`config.mk`:
```
export PLATFORM = sky130hd
export DESIGN_NAME = branch_redirect_ctrl
export DESIGN_NICKNAME = d
export VERILOG_FILES = /design/src/rtl/branch_redirect_ctrl.sv
export SDC_FILE = /design/constraint.sdc
export NUM_CORES = 1
export LEC_CHECK = 0
export ABC_CLOCK_PERIOD_IN_PS = 1950
export CAP_MARGIN = 20
export CELL_PAD_IN_SITES_DETAIL_PLACEMENT = 1
export CELL_PAD_IN_SITES_GLOBAL_PLACEMENT = 1
export CORE_ASPECT_RATIO = 0.7
export CORE_UTILIZATION = 26
export CTS_BUF_LIST = sky130_fd_sc_hd__clkbuf_16
export DETAILED_ROUTE_END_ITERATION = 16
export GPL_TIMING_DRIVEN = 1
export PLACE_DENSITY_LB_ADDON = 0.25
export SLEW_MARGIN = 20
export SYNTH_ARGS = -nofsm -noshare
export SYNTH_HDL_FRONTEND = slang
export SYNTH_SLANG_ARGS = --single-unit
export TNS_END_PERCENT = 30
```
`constraint.sdc`:
```
create_clock -name clk -period 1.95 [get_ports clk]
set_input_delay 0.2925 -clock clk [delete_from_list [all_inputs] [get_ports clk]]
set_output_delay 0.2925 -clock clk [all_outputs]
set_load 0.05 [all_outputs]
```
`src/rtl/branch_redirect_ctrl.sv`:
```
// branch_redirect_ctrl: latches EX redirect targets, handshakes them to fetch, flushes IF/ID and counts redirects
module branch_redirect_ctrl #(
  parameter int XLEN = 32,
  parameter int CNT_W = 16
) (
  input  logic             clk,
  input  logic             rst_n,
  input  logic             ex_valid,
  input  logic             stall,
  input  logic [2:0]       ex_pc_source,
  input  logic [XLEN-1:0]  jalr_tgt,
  input  logic [XLEN-1:0]  branch_tgt,
  input  logic [XLEN-1:0]  jal_tgt,
  input  logic             imem_ready,
  input  logic             cnt_clr,
  output logic             redirect,
  output logic [XLEN-1:0]  next_pc,
  output logic             flush_if,
  output logic             flush_id,
  output logic             busy,
  output logic             illegal_src,
  output logic [CNT_W-1:0] redirect_cnt
);
  typedef enum logic [1:0] {RUN = 2'd0, PEND = 2'd1, SQUASH = 2'd2} state_t;
  state_t state, state_n;
  logic [XLEN-1:0] tgt_n;
  logic [CNT_W-1:0] cnt_n;
  logic eval, detect, hs;
  always_comb begin
    eval = state == RUN && ex_valid && !stall;
    detect = eval && ex_pc_source inside {3'b001, 3'b010, 3'b011};
    hs = state == PEND && imem_ready;
    state_n = detect ? PEND : hs ? SQUASH : (state == PEND) ? PEND : RUN;
    tgt_n = !detect ? next_pc :
            ex_pc_source == 3'b001 ? jalr_tgt :
            ex_pc_source == 3'b010 ? branch_tgt : jal_tgt;
    cnt_n = cnt_clr ? '0 : (hs && !(&redirect_cnt)) ? redirect_cnt + CNT_W'(1) : redirect_cnt;
  end
  // outputs are registered from the next state so nothing is decoded after a flop
  always_ff @(posedge clk or negedge rst_n) begin
    if (!rst_n) begin
      state <= RUN;
      next_pc <= '0;
      redirect <= 1'b0;
      flush_if <= 1'b0;
      flush_id <= 1'b0;
      busy <= 1'b0;
      illegal_src <= 1'b0;
      redirect_cnt <= '0;
    end else begin
      state <= state_n;
      next_pc <= tgt_n;
      redirect <= state_n == PEND;
      flush_if <= state_n != RUN;
      flush_id <= state_n == PEND;
      busy <= state_n != RUN;
      illegal_src <= illegal_src | (eval && ex_pc_source[2]);
      redirect_cnt <= cnt_n;
    end
  end
endmodule

```
==> summary.md, run 1 <==
| Metric | Value |
|---|---|
| Share of layout cells above drive strength 1 | `21.2%` |
| Core ar. | `10600 sq um` |
| Crit path largest cell delay | `0.48 ns` |
| Unique cell type count in the Yosys netlist | `39` |
| Inst Count DP | `595` |
| Worst-skew pair later-pin latency | `0.29 ns` |
| Final Setup Violations | `0` |
| Area Growth Syn to Fin | `78.9%` |
| Rel. slew slack | `64.2%` |
| Dpl ws | `-0.297 ns` |
| Syn_nets | `392` |
| Vias in the first global route | `3108` |
| Status | `finished, final reports clean` |
| Routed len/inst | `16.5 microns` |
| DRC | `0` |
| Max-cap violations | `0` |
| Met3 Usage GRT | `4.27%` |
| Final Hold Fails | `0` |
| Area share of the largest cell type after synthesis | `45.4%` |
| Number of antenna violations at the first check in global routing | `0` |
| CTS clk-pin slew, worst paths | `0.07 ns` |
| Crit start category | `input port` |
| Drt first pass iters | `4` |
| IO buf count | `157` |
| Post-DP HPWL | `7.35 mm` |
| Layout net count | `567` |
| Worst hold path type | `input port to asynchronous set/reset pin` |
| Die width | `129 microns` |
| Total gr overflow | `0` |
| Critical path arrival | `2.10 ns` |
| Critical path peak fanout | `8` |
| I/O pin count | `158` |
| Peak supply drop | `0.318 mV` |
| Worst path cell trace | `clkdlybuf4s50_1, or4b_4, nor3_4, buf_6, clkbuf_16, mux2_4` |
| Worst Clk Skew | `0.00357 ns` |
| Top cell type by total area after synthesis | `dfrtp_1` |
| Largest net degree at the start of global routing | `54` |
| Antenna-violating nets left | `0` |
| Die Span Y | `90.7 microns` |
| CTS H-tree depth | `2` |
| Setup WS post-layout | `0.0226 ns` |
| Crit path required time | `2.12 ns` |
| CP max-delay cell | `or4b_4` |
| EDFF count, synth | `0` |
| Post-synth top flop | `dfrtp_1` |
| Via density per instance | `4.70` |
| Tot GR Track Use | `17.3%` |
| Yosys warns | `0` |
| Clk sinks | `53` |
| Crit end category | `register` |
| GRT met2 Usage | `30.5%` |
| CTS Root Cell | `clkbuf_16` |
| RSZ-0062 raised after global routing | `yes` |
| Cells after Synth | `286` |
| Register area share after synthesis | `45.4%` |
| Die ar. | `11700 sq um` |
| CTS Buf Count | `5` |
| Most frequent cells in the layout | `155 x clkdlybuf4s50_1, 40 x o21ai_0, 39 x dfrtp_1` |
| Hold-fix buffers, CTS | `0` |
| Pleak | `2.02 nW` |
| PwrDens | `808 nW/um^2` |
| Pins Over Slew Limit | `0` |
| Routability Congestion | `0.776` |
| CP Class | `input port to register` |
| First-pass GRT wire length | `15.9 mm` |
| FMAX | `519 MHz` |
| Final core occ | `49.2%` |
| Tightest Pin Transition | `0.535 ns` |
| Vias | `2867` |
| #FFs+latches synth | `53` |
| FP Rows | `31` |
| Final wirelength | `10.1 mm` |
| Initial core utilization | `27.5%` |
| Fin crit share | `98.8%` |
| Filler cell count | `1193` |
| 1st-iter DRT viols | `53` |
| Top post-synthesis cells by area | `dfrtp_1 45%, mux2_2 13%, mux2i_1 11%` |
| Mapped Area | `2920 sq um` |
| CTS Buffer Depth | `2` |
| Most common cell after layout, fill and taps aside | `clkdlybuf4s50_1` |
| Busiest grt layer | `met2` |
| Worst reg2reg path depth | `5` |
| Sum Neg Setup Slack | `0 ns` |
| Clock tree from TritonCTS | `built` |
| Syn avg cell area | `10.2 sq um` |
| Post-Layout Cell Count | `610` |
| Async set-reset flop share out of synthesis | `100%` |
| FF-to-FF setup slack | `0.02 ns` |
| GRT met1 Usage | `21.2%` |
| Post-route minimum period | `1.93 ns` |
| Diodes inserted | `0` |
## final cells by class
type / count / area, sq um / share of cell area, %
Timing Repair Buffer: 187 / 1940 / 37.0
Multi-Input combinational cell: 208 / 1600 / 30.7
Sequential cell: 53 / 1340 / 25.7
Tap cell: 148 / 185 / 3.54
Clock buffer: 5 / 125 / 2.39
Inverter: 6 / 22.5 / 0.431
Clock inverter: 3 / 12.5 / 0.239
## worst max-delay path, delay by kind of cell
family	cells	cell delay, ns
buffers and inverters	3	0.79
and+or+nand+nor	2	0.71
muxes	1	0.30
## metal layers
metal  share of wire (%)  up-vias
li1                    -     1387
met1                  44     1377
met2                  49       92
met3                 6.2       11
met4                 1.2        0
met5                   0        -
## path summary, 6_finish.rpt
check / startpoint / end
max: ex_valid / next_pc[24]$_DFFE_PN0P_
min: rst_n / next_pc[17]$_DFFE_PN0P_
max reg2reg: state[0]$_DFF_PN0_ / next_pc[24]$_DFFE_PN0P_
min reg2reg: illegal_src$_DFF_PN0_ / illegal_src$_DFF_PN0_
max in group asynchronous: rst_n / redirect_cnt[13]$_DFFE_PN0P_
min in group clk: stall / illegal_src$_DFF_PN0_
## registers in the layout, summed over array words and instances, names as in the netlist
signal        flops
next_pc          32
redirect_cnt     16
state             2
busy              1
flush_id          1
illegal_src       1
## through the flow
step | hold slack [ns] | total power [W] | cell area [sq um]
floorplan | -0.00309 | 0.00248 | 2950
CTS | 0.0260 | 0.00417 | 5060
global placement | 0.316 | 0.00325 | 4870
detailed placement | 0.341 | 0.00328 | 4870
global route | 0.0339 | 0.00441 | 5230
finish | 0.0207 | 0.00422 | 5230
## synthesized netlist by cell type, types with 2 or more instances
cell,number
nor3_1,2
nor4_1,4
dfrtp_1,53
o31ai_1,5
buf_4,5
nor2_1,5
clkbuf_1,8
o21ai_0,40
or3_1,5
nand3_1,5
buf_2,5
or2_2,3
a21oi_1,11
mux2_2,33
inv_1,6
mux2i_1,33
nand4_1,3
or4_1,4
nand2_1,36
## cells by family after synthesis
kind of cell / count (synthesis) / synth area share [%]
adders and majority gates: 1 / 0.428
DFF: 53 / 45.4
muxes: 66 / 24.0
xor gates and xnor gates: 1 / 0.300
buffers and inverters: 25 / 4.11
AOI/OAI and AO/OA: 60 / 11.1
and+or+nand+nor: 80 / 14.7
## power breakdown
group / internal (W) / switching (W) / total [W] / leakage [nW]
registers: 0.00131 / 0.000118 / 0.00143 / 0.648
logic: 0.000853 / 0.00110 / 0.00195 / 1.30
clock network: 0.000465 / 0.000379 / 0.000844 / 0.0687
total: 0.00263 / 0.00160 / 0.00422 / 2.02
## what timing repair did
| item | in CTS | in global routing |
|---|---|---|
| gates resized for setup | 2 | 29 |
| buffers inserted | 2 | 2 |
| cloned | 1 | 2 |
| endpoints found under the setup margin | 32 | 34 |
| pin swaps | 1 | 2 |
(Power assumes the default switching activity.)
==> inputs of run 2 (changes only) <==
--- a/config.mk
+++ b/config.mk
@@ -11,7 +11,6 @@
 export CELL_PAD_IN_SITES_GLOBAL_PLACEMENT = 1
 export CORE_ASPECT_RATIO = 0.7
 export CORE_UTILIZATION = 26
-export CTS_BUF_LIST = sky130_fd_sc_hd__clkbuf_16
 export DETAILED_ROUTE_END_ITERATION = 16
 export GPL_TIMING_DRIVEN = 1
 export PLACE_DENSITY_LB_ADDON = 0.25
==> run 2 against run 1 <==
- critical endpoint is now next_pc[0]$_DFFE_PN0P_
- largest cell class unchanged
- critical path depth did not move
- register-to-register slack about the same
- largest power group unchanged
- maximum frequency is 0.77% lower
- via count increased by 0.38%
==> summary.md, run 2 (synthesized netlist as in run 1, its figures left out) <==
| Metric | Value |
|---|---|
| Status | `finished, final reports clean` |
| Clock tree from TritonCTS | `built` |
| Area Growth Syn to Fin | `78.6%` |
| Tightest Pin Transition | `0.535 ns` |
| Overall power | `0.00428 W` |
| Die ar. | `11700 sq um` |
| Post-DP HPWL | `7.35 mm` |
| Initial core utilization | `27.5%` |
| Max reg flops | `32` |
| Final core occ | `49.1%` |
| Tot GR Track Use | `17.3%` |
| RSZ-0062 raised after global routing | `yes` |
| Diodes inserted | `0` |
| Hold slack | `0.0172 ns` |
| I/O pin count | `158` |
| Via density per instance | `4.72` |
| CTS clk-pin slew, worst paths | `0.07 ns` |
| DRC | `0` |
| Number of antenna violations at the first check in global routing | `0` |
| Die Span Y | `90.7 microns` |
| Worst-skew pair later-pin latency | `0.29 ns` |
| Final wirelength | `10.0 mm` |
| CTS Buf Count | `5` |
| Final Hold Fails | `0` |
| Vias | `2878` |
| 1st-iter DRT viols | `68` |
| Pins Over Slew Limit | `0` |
| Most flop-heavy register | `next_pc` |
| IO buf count | `157` |
| CTS Root Cell | `clkbuf_16` |
| Largest net degree at the start of global routing | `54` |
| Rel. slew slack | `64.2%` |
| FP Rows | `31` |
| First-pass GRT wire length | `15.9 mm` |
| Crit end category | `register` |
| Vias in the first global route | `3107` |
| Crit path required time | `2.12 ns` |
| CTS H-tree depth | `2` |
| Hold-fix buffers, CTS | `0` |
| Routed len/inst | `16.5 microns` |
| Clk sinks | `53` |
| Critical path peak fanout | `8` |
| FMAX | `515 MHz` |
| Peak supply drop | `0.310 mV` |
| CP Class | `input port to register` |
| Crit start category | `input port` |
| Critical path arrival | `2.11 ns` |
| Top flop regs | `next_pc x32, redirect_cnt x16, state x2` |
| Antenna-violating nets left | `0` |
| Worst hold path type | `input port to asynchronous set/reset pin` |
| Most common cell after layout, fill and taps aside | `clkdlybuf4s50_1` |
| Share of layout cells above drive strength 1 | `21.6%` |
| PwrDens | `819 nW/um^2` |
| FF-to-FF setup slack | `0.008 ns` |
| Most frequent cells in the layout | `155 x clkdlybuf4s50_1, 40 x o21ai_0, 39 x dfrtp_1` |
| Filler cell count | `1188` |
| Die width | `129 microns` |
| Drt first pass iters | `4` |
| Layout net count | `567` |
| CTS Buffer Depth | `2` |
| Routability Congestion | `0.776` |
| Max-cap violations | `0` |
| Pleak | `2.00 nW` |
| Fin crit share | `99.6%` |
| Worst Clk Skew | `0.00332 ns` |
| Core ar. | `10600 sq um` |
| Sum Neg Setup Slack | `0 ns` |
| Post-route minimum period | `1.94 ns` |
| Total gr overflow | `0` |
| Final Setup Violations | `0` |
run 2: worst paths after layout:
kind,from,end,cells after the start
setup reg to reg,state[0]$_DFF_PN0_,next_pc[0]$_DFFE_PN0P_,5
min in group clk,stall,illegal_src$_DFF_PN0_,3
hold reg to reg,illegal_src$_DFF_PN0_,illegal_src$_DFF_PN0_,1
hold / removal,rst_n,next_pc[20]$_DFFE_PN0P_,2
max in group asynchronous,rst_n,redirect_cnt[13]$_DFFE_PN0P_,2
setup / recovery,ex_valid,next_pc[0]$_DFFE_PN0P_,6
run 2: critical path: stages:
cell and delay (ns):
clkdlybuf4s50_1 0.45, or4b_4 0.48, nor3_4 0.23, buf_6 0.15, clkbuf_16 0.16, mux2_2 0.34
run 2: repair_timing:
item | CTS | global route
cloned | 1 | 2
setup endpoints to repair | 32 | 34
gates resized for setup | 2 | 21
pin swaps | 1 | 2
buffers inserted | 2 | 2
run 2: cell type report:
cell class	count	area, sq um	area share, %
Clock buffer	7	153	2.92
Inverter	6	22.5	0.432
Clock inverter	1	5.00	0.0959
Tap cell	148	185	3.55
Sequential cell	53	1340	25.7
Timing Repair Buffer	187	1940	37.1
Multi-Input combinational cell	208	1570	30.2
run 2: where the power goes:
part	internal, W	switching (W)
logic	0.000825	0.00110
registers	0.00131	0.000114
clock network	0.000544	0.000386
total	0.00268	0.00160
run 2: layer usage:
layer	global-route usage, %	routed length (microns)	vias to the layer above
met3	4.27	604	11
met1	21.2	4490	1389
met2	30.5	4840	90
li1	-	-	1388
met4	3.92	116	0
met5	0	0	-
run 2: per-stage QoR:
stage,cells,cell area [sq um],worst slack [ns]
floorplan,286,2950,-0.0168
global placement,595,4870,-0.268
detailed placement,595,4870,-0.297
CTS,606,5080,-0.0144
global route,610,5220,-0.0370
finish,610,5220,0.00774
==> patch, RTL diff (config.mk and constraints of run 1) <==
Put one more register stage on the output `redirect_cnt`. The value now appears one clock later. The other outputs are not delayed to match.
--- a/src/rtl/branch_redirect_ctrl.sv
+++ b/src/rtl/branch_redirect_ctrl.sv
@@ -22,6 +22,8 @@
   output logic [CNT_W-1:0] redirect_cnt
 );
   typedef enum logic [1:0] {RUN = 2'd0, PEND = 2'd1, SQUASH = 2'd2} state_t;
+
+  logic [CNT_W-1:0] redirect_cnt_s0;
   state_t state, state_n;
   logic [XLEN-1:0] tgt_n;
   logic [CNT_W-1:0] cnt_n;
@@ -34,7 +36,7 @@
     tgt_n = !detect ? next_pc :
             ex_pc_source == 3'b001 ? jalr_tgt :
             ex_pc_source == 3'b010 ? branch_tgt : jal_tgt;
-    cnt_n = cnt_clr ? '0 : (hs && !(&redirect_cnt)) ? redirect_cnt + CNT_W'(1) : redirect_cnt;
+    cnt_n = cnt_clr ? '0 : (hs && !(&redirect_cnt_s0)) ? redirect_cnt_s0 + CNT_W'(1) : redirect_cnt_s0;
   end
   // outputs are registered from the next state so nothing is decoded after a flop
   always_ff @(posedge clk or negedge rst_n) begin
@@ -46,7 +48,7 @@
       flush_id <= 1'b0;
       busy <= 1'b0;
       illegal_src <= 1'b0;
-      redirect_cnt <= '0;
+      redirect_cnt_s0 <= '0;
     end else begin
       state <= state_n;
       next_pc <= tgt_n;
@@ -55,8 +57,12 @@
       flush_id <= state_n == PEND;
       busy <= state_n != RUN;
       illegal_src <= illegal_src | (eval && ex_pc_source[2]);
-      redirect_cnt <= cnt_n;
+      redirect_cnt_s0 <= cnt_n;
     end
   end
+  always_ff @(posedge clk) begin
+    redirect_cnt <= redirect_cnt_s0;
+  end
+
 endmodule
 
Formal check against the unedited RTL: not equivalent (Yosys sat finds a counterexample within 4 cycles, from zero or initial values and one cycle with rst_n low).
==> patch against run 1 <==
Wire length decreased by 2.7%. Setup slack improved by 0.094 ns. Utilization decreased by 4.0 points. Area after synthesis increased by 9.1%. Sequential cell count increased by 16. Total power increased by 18%. Design area increased by 2.1%. Critical path depth decreased by 1. Critical endpoint is now next_pc[18]$_DFFE_PN0P_.
==> patch: results (changes against run 1) <==
[clock_tree]
cts.clk_slew.worst_paths_ns=0.06
root_buffer=clkbuf_16
cts_buffer_depth=2  ; unchanged
htreeDepth=3  ; +1
cts_buffers=9  ; +4
insertion_delay_ns=0.33  ; +0.04 ns

[critical_path]
cp_slowest_cell=or4b_1
arrival_ns=2.04  ; -0.06 ns
critical-path-top-delay-family=simple AND/OR/NAND/NOR gates
path_max_fanout=10  ; +2
slowest_delay_ns=0.54  ; +0.06 ns

[place]
dp_slack_ns=-0.211  ; +0.0864 ns
hpwl_um=7650  ; +4.0%
place_congestion=0.786  ; +1.4%
io_buffers=157  ; unchanged

[global_route]
antenna_found_initial=0  ; unchanged
grt_usage=0.164  ; -0.00883
grt_pass1_wl_um=15900  ; +0.35%
grt_start_max_net_pins=54  ; unchanged
grt_pass1_vias=3122  ; +0.45%

[yosys]
async_flop_share=0.768  ; -0.232
netlist-cell-type-count=35  ; -10%
synth_nets=445  ; +14%
yosys-top-cells-area=dfrtp_1 (42%), mux2i_1 (11%), dfxtp_1 (10%)
yosysSeqAreaShare=0.516  ; +0.0627
yosysWarnings=0  ; unchanged
synth-main-ff-cell=dfrtp_1
synth_common_cells=dfrtp_1 (53), nor2_1 (52), nand2_1 (43)

[finish]
final_nets=608  ; +7.2%
insertedDiodeCount=0  ; unchanged
top_regs=next_pc x32, redirect_cnt x16, redirect_cnt_s0 x16
drive_gt1_frac=0.0730  ; -0.139

[pwr]
ir_worst_vdd_mv=0.451  ; +42%
p_leak_nw=2.20  ; +9.0%

[sta]
tightest_slew_ns=0.545  ; +0.0103 ns
clock_skew_ns=0.00962  ; +0.00605 ns

[worst_hold_path]
hold_path.class=reg2reg

[status]
status=completed

[route]
drt_wl_total_um=9790  ; -2.7%
dr.first_iter.drc_count=87  ; +64%
vias_per_cell=4.51  ; -4.0%
drtPass1Iterations=4  ; unchanged

-- patch: cell families (layout without fill, tap and decap cells) --
logic type                 Yosys count  count (layout)  share of synthesized area
AOI/OAI and AO/OA                   75              75                      0.125
and+or+nand+nor                    122             122                      0.169
muxes                               34              34                      0.107
adders and majority gates            1               1                    0.00392
buffers and inverters               25             193                     0.0436
DFF                                 69              69                      0.516
xor gates and xnor gates            13              13                     0.0357
-- patch: repair_timing --
item                      in CTS  in global routing
gates resized for setup        0                  0
hold endpoints to repair      53                  0
setup buffers                  0                  0
hold buffers                   1                  0
-- patch: cell type report --
class / count / area [um^2]
Clock buffer: 9 / 225
Clock inverter: 7 / 90.1
Fill cell: 1328 / 6470
Inverter: 3 / 11.3
Multi-Input combinational cell: 245 / 1410
Sequential cell: 69 / 1650
Tap cell: 157 / 196
Timing Repair Buffer: 174 / 1750
-- patch: worst register-to-register path, delay by kind of cell, from the launching register on --
kind,cells,cell delay (ns)
AO/OA/AOI/OAI,1,0.08
buffers and inverters,1,0.19
flip-flops,1,0.40
AND/OR/NAND/NOR,3,1.04
-- patch: stage by stage --
stage               power, mW  cells  TNS (ns)  cell area, um^2  hold WS [ns]
floorplan                2.60    339         0             3190      -0.00309
global placement         3.28    647     -5.01             5010         0.314
detailed placement       3.31    647     -5.23             5010         0.319
finish                   4.98    664         0             5340         0.430
CTS                      5.06    664         0             5340         0.426
global route             5.21    664         0             5340         0.454
-- patch: final timing paths --
check / start / to / slack (ns) / cells after the start
min in group asynchronous: rst_n / busy$_DFF_PN0_ / 0.50 / 3
max in group asynchronous: rst_n / redirect_cnt_s0[15]$_DFFE_PN0P_ / 1.20 / 3
setup reg to reg: state[0]$_DFF_PN0_ / next_pc[18]$_DFFE_PN0P_ / 0.12 / 5
hold reg to reg: redirect_cnt_s0[14]$_DFFE_PN0P_ / redirect_cnt[14]$_DFF_P_ / 0.43 / 0
hold / removal: redirect_cnt_s0[14]$_DFFE_PN0P_ / redirect_cnt[14]$_DFF_P_ / 0.43 / 0
setup / recovery: state[0]$_DFF_PN0_ / next_pc[18]$_DFFE_PN0P_ / 0.12 / 5
-- patch: metal layers --
metal	part of all wire	routed length, um	up-vias	GRT usage
met5	0	0	-	0
met4	0.017	165	0	0.0552
met3	0.068	667	13	0.0531
met2	0.45	4440	100	0.266
met1	0.46	4510	1396	0.208
li1	-	-	1487	-
-- patch: where the power goes --
part           total (mW)  switching, mW  internal [mW]
combinational        1.57          0.956          0.613
clock                1.71          0.602           1.11
sequential           1.69         0.0932           1.60
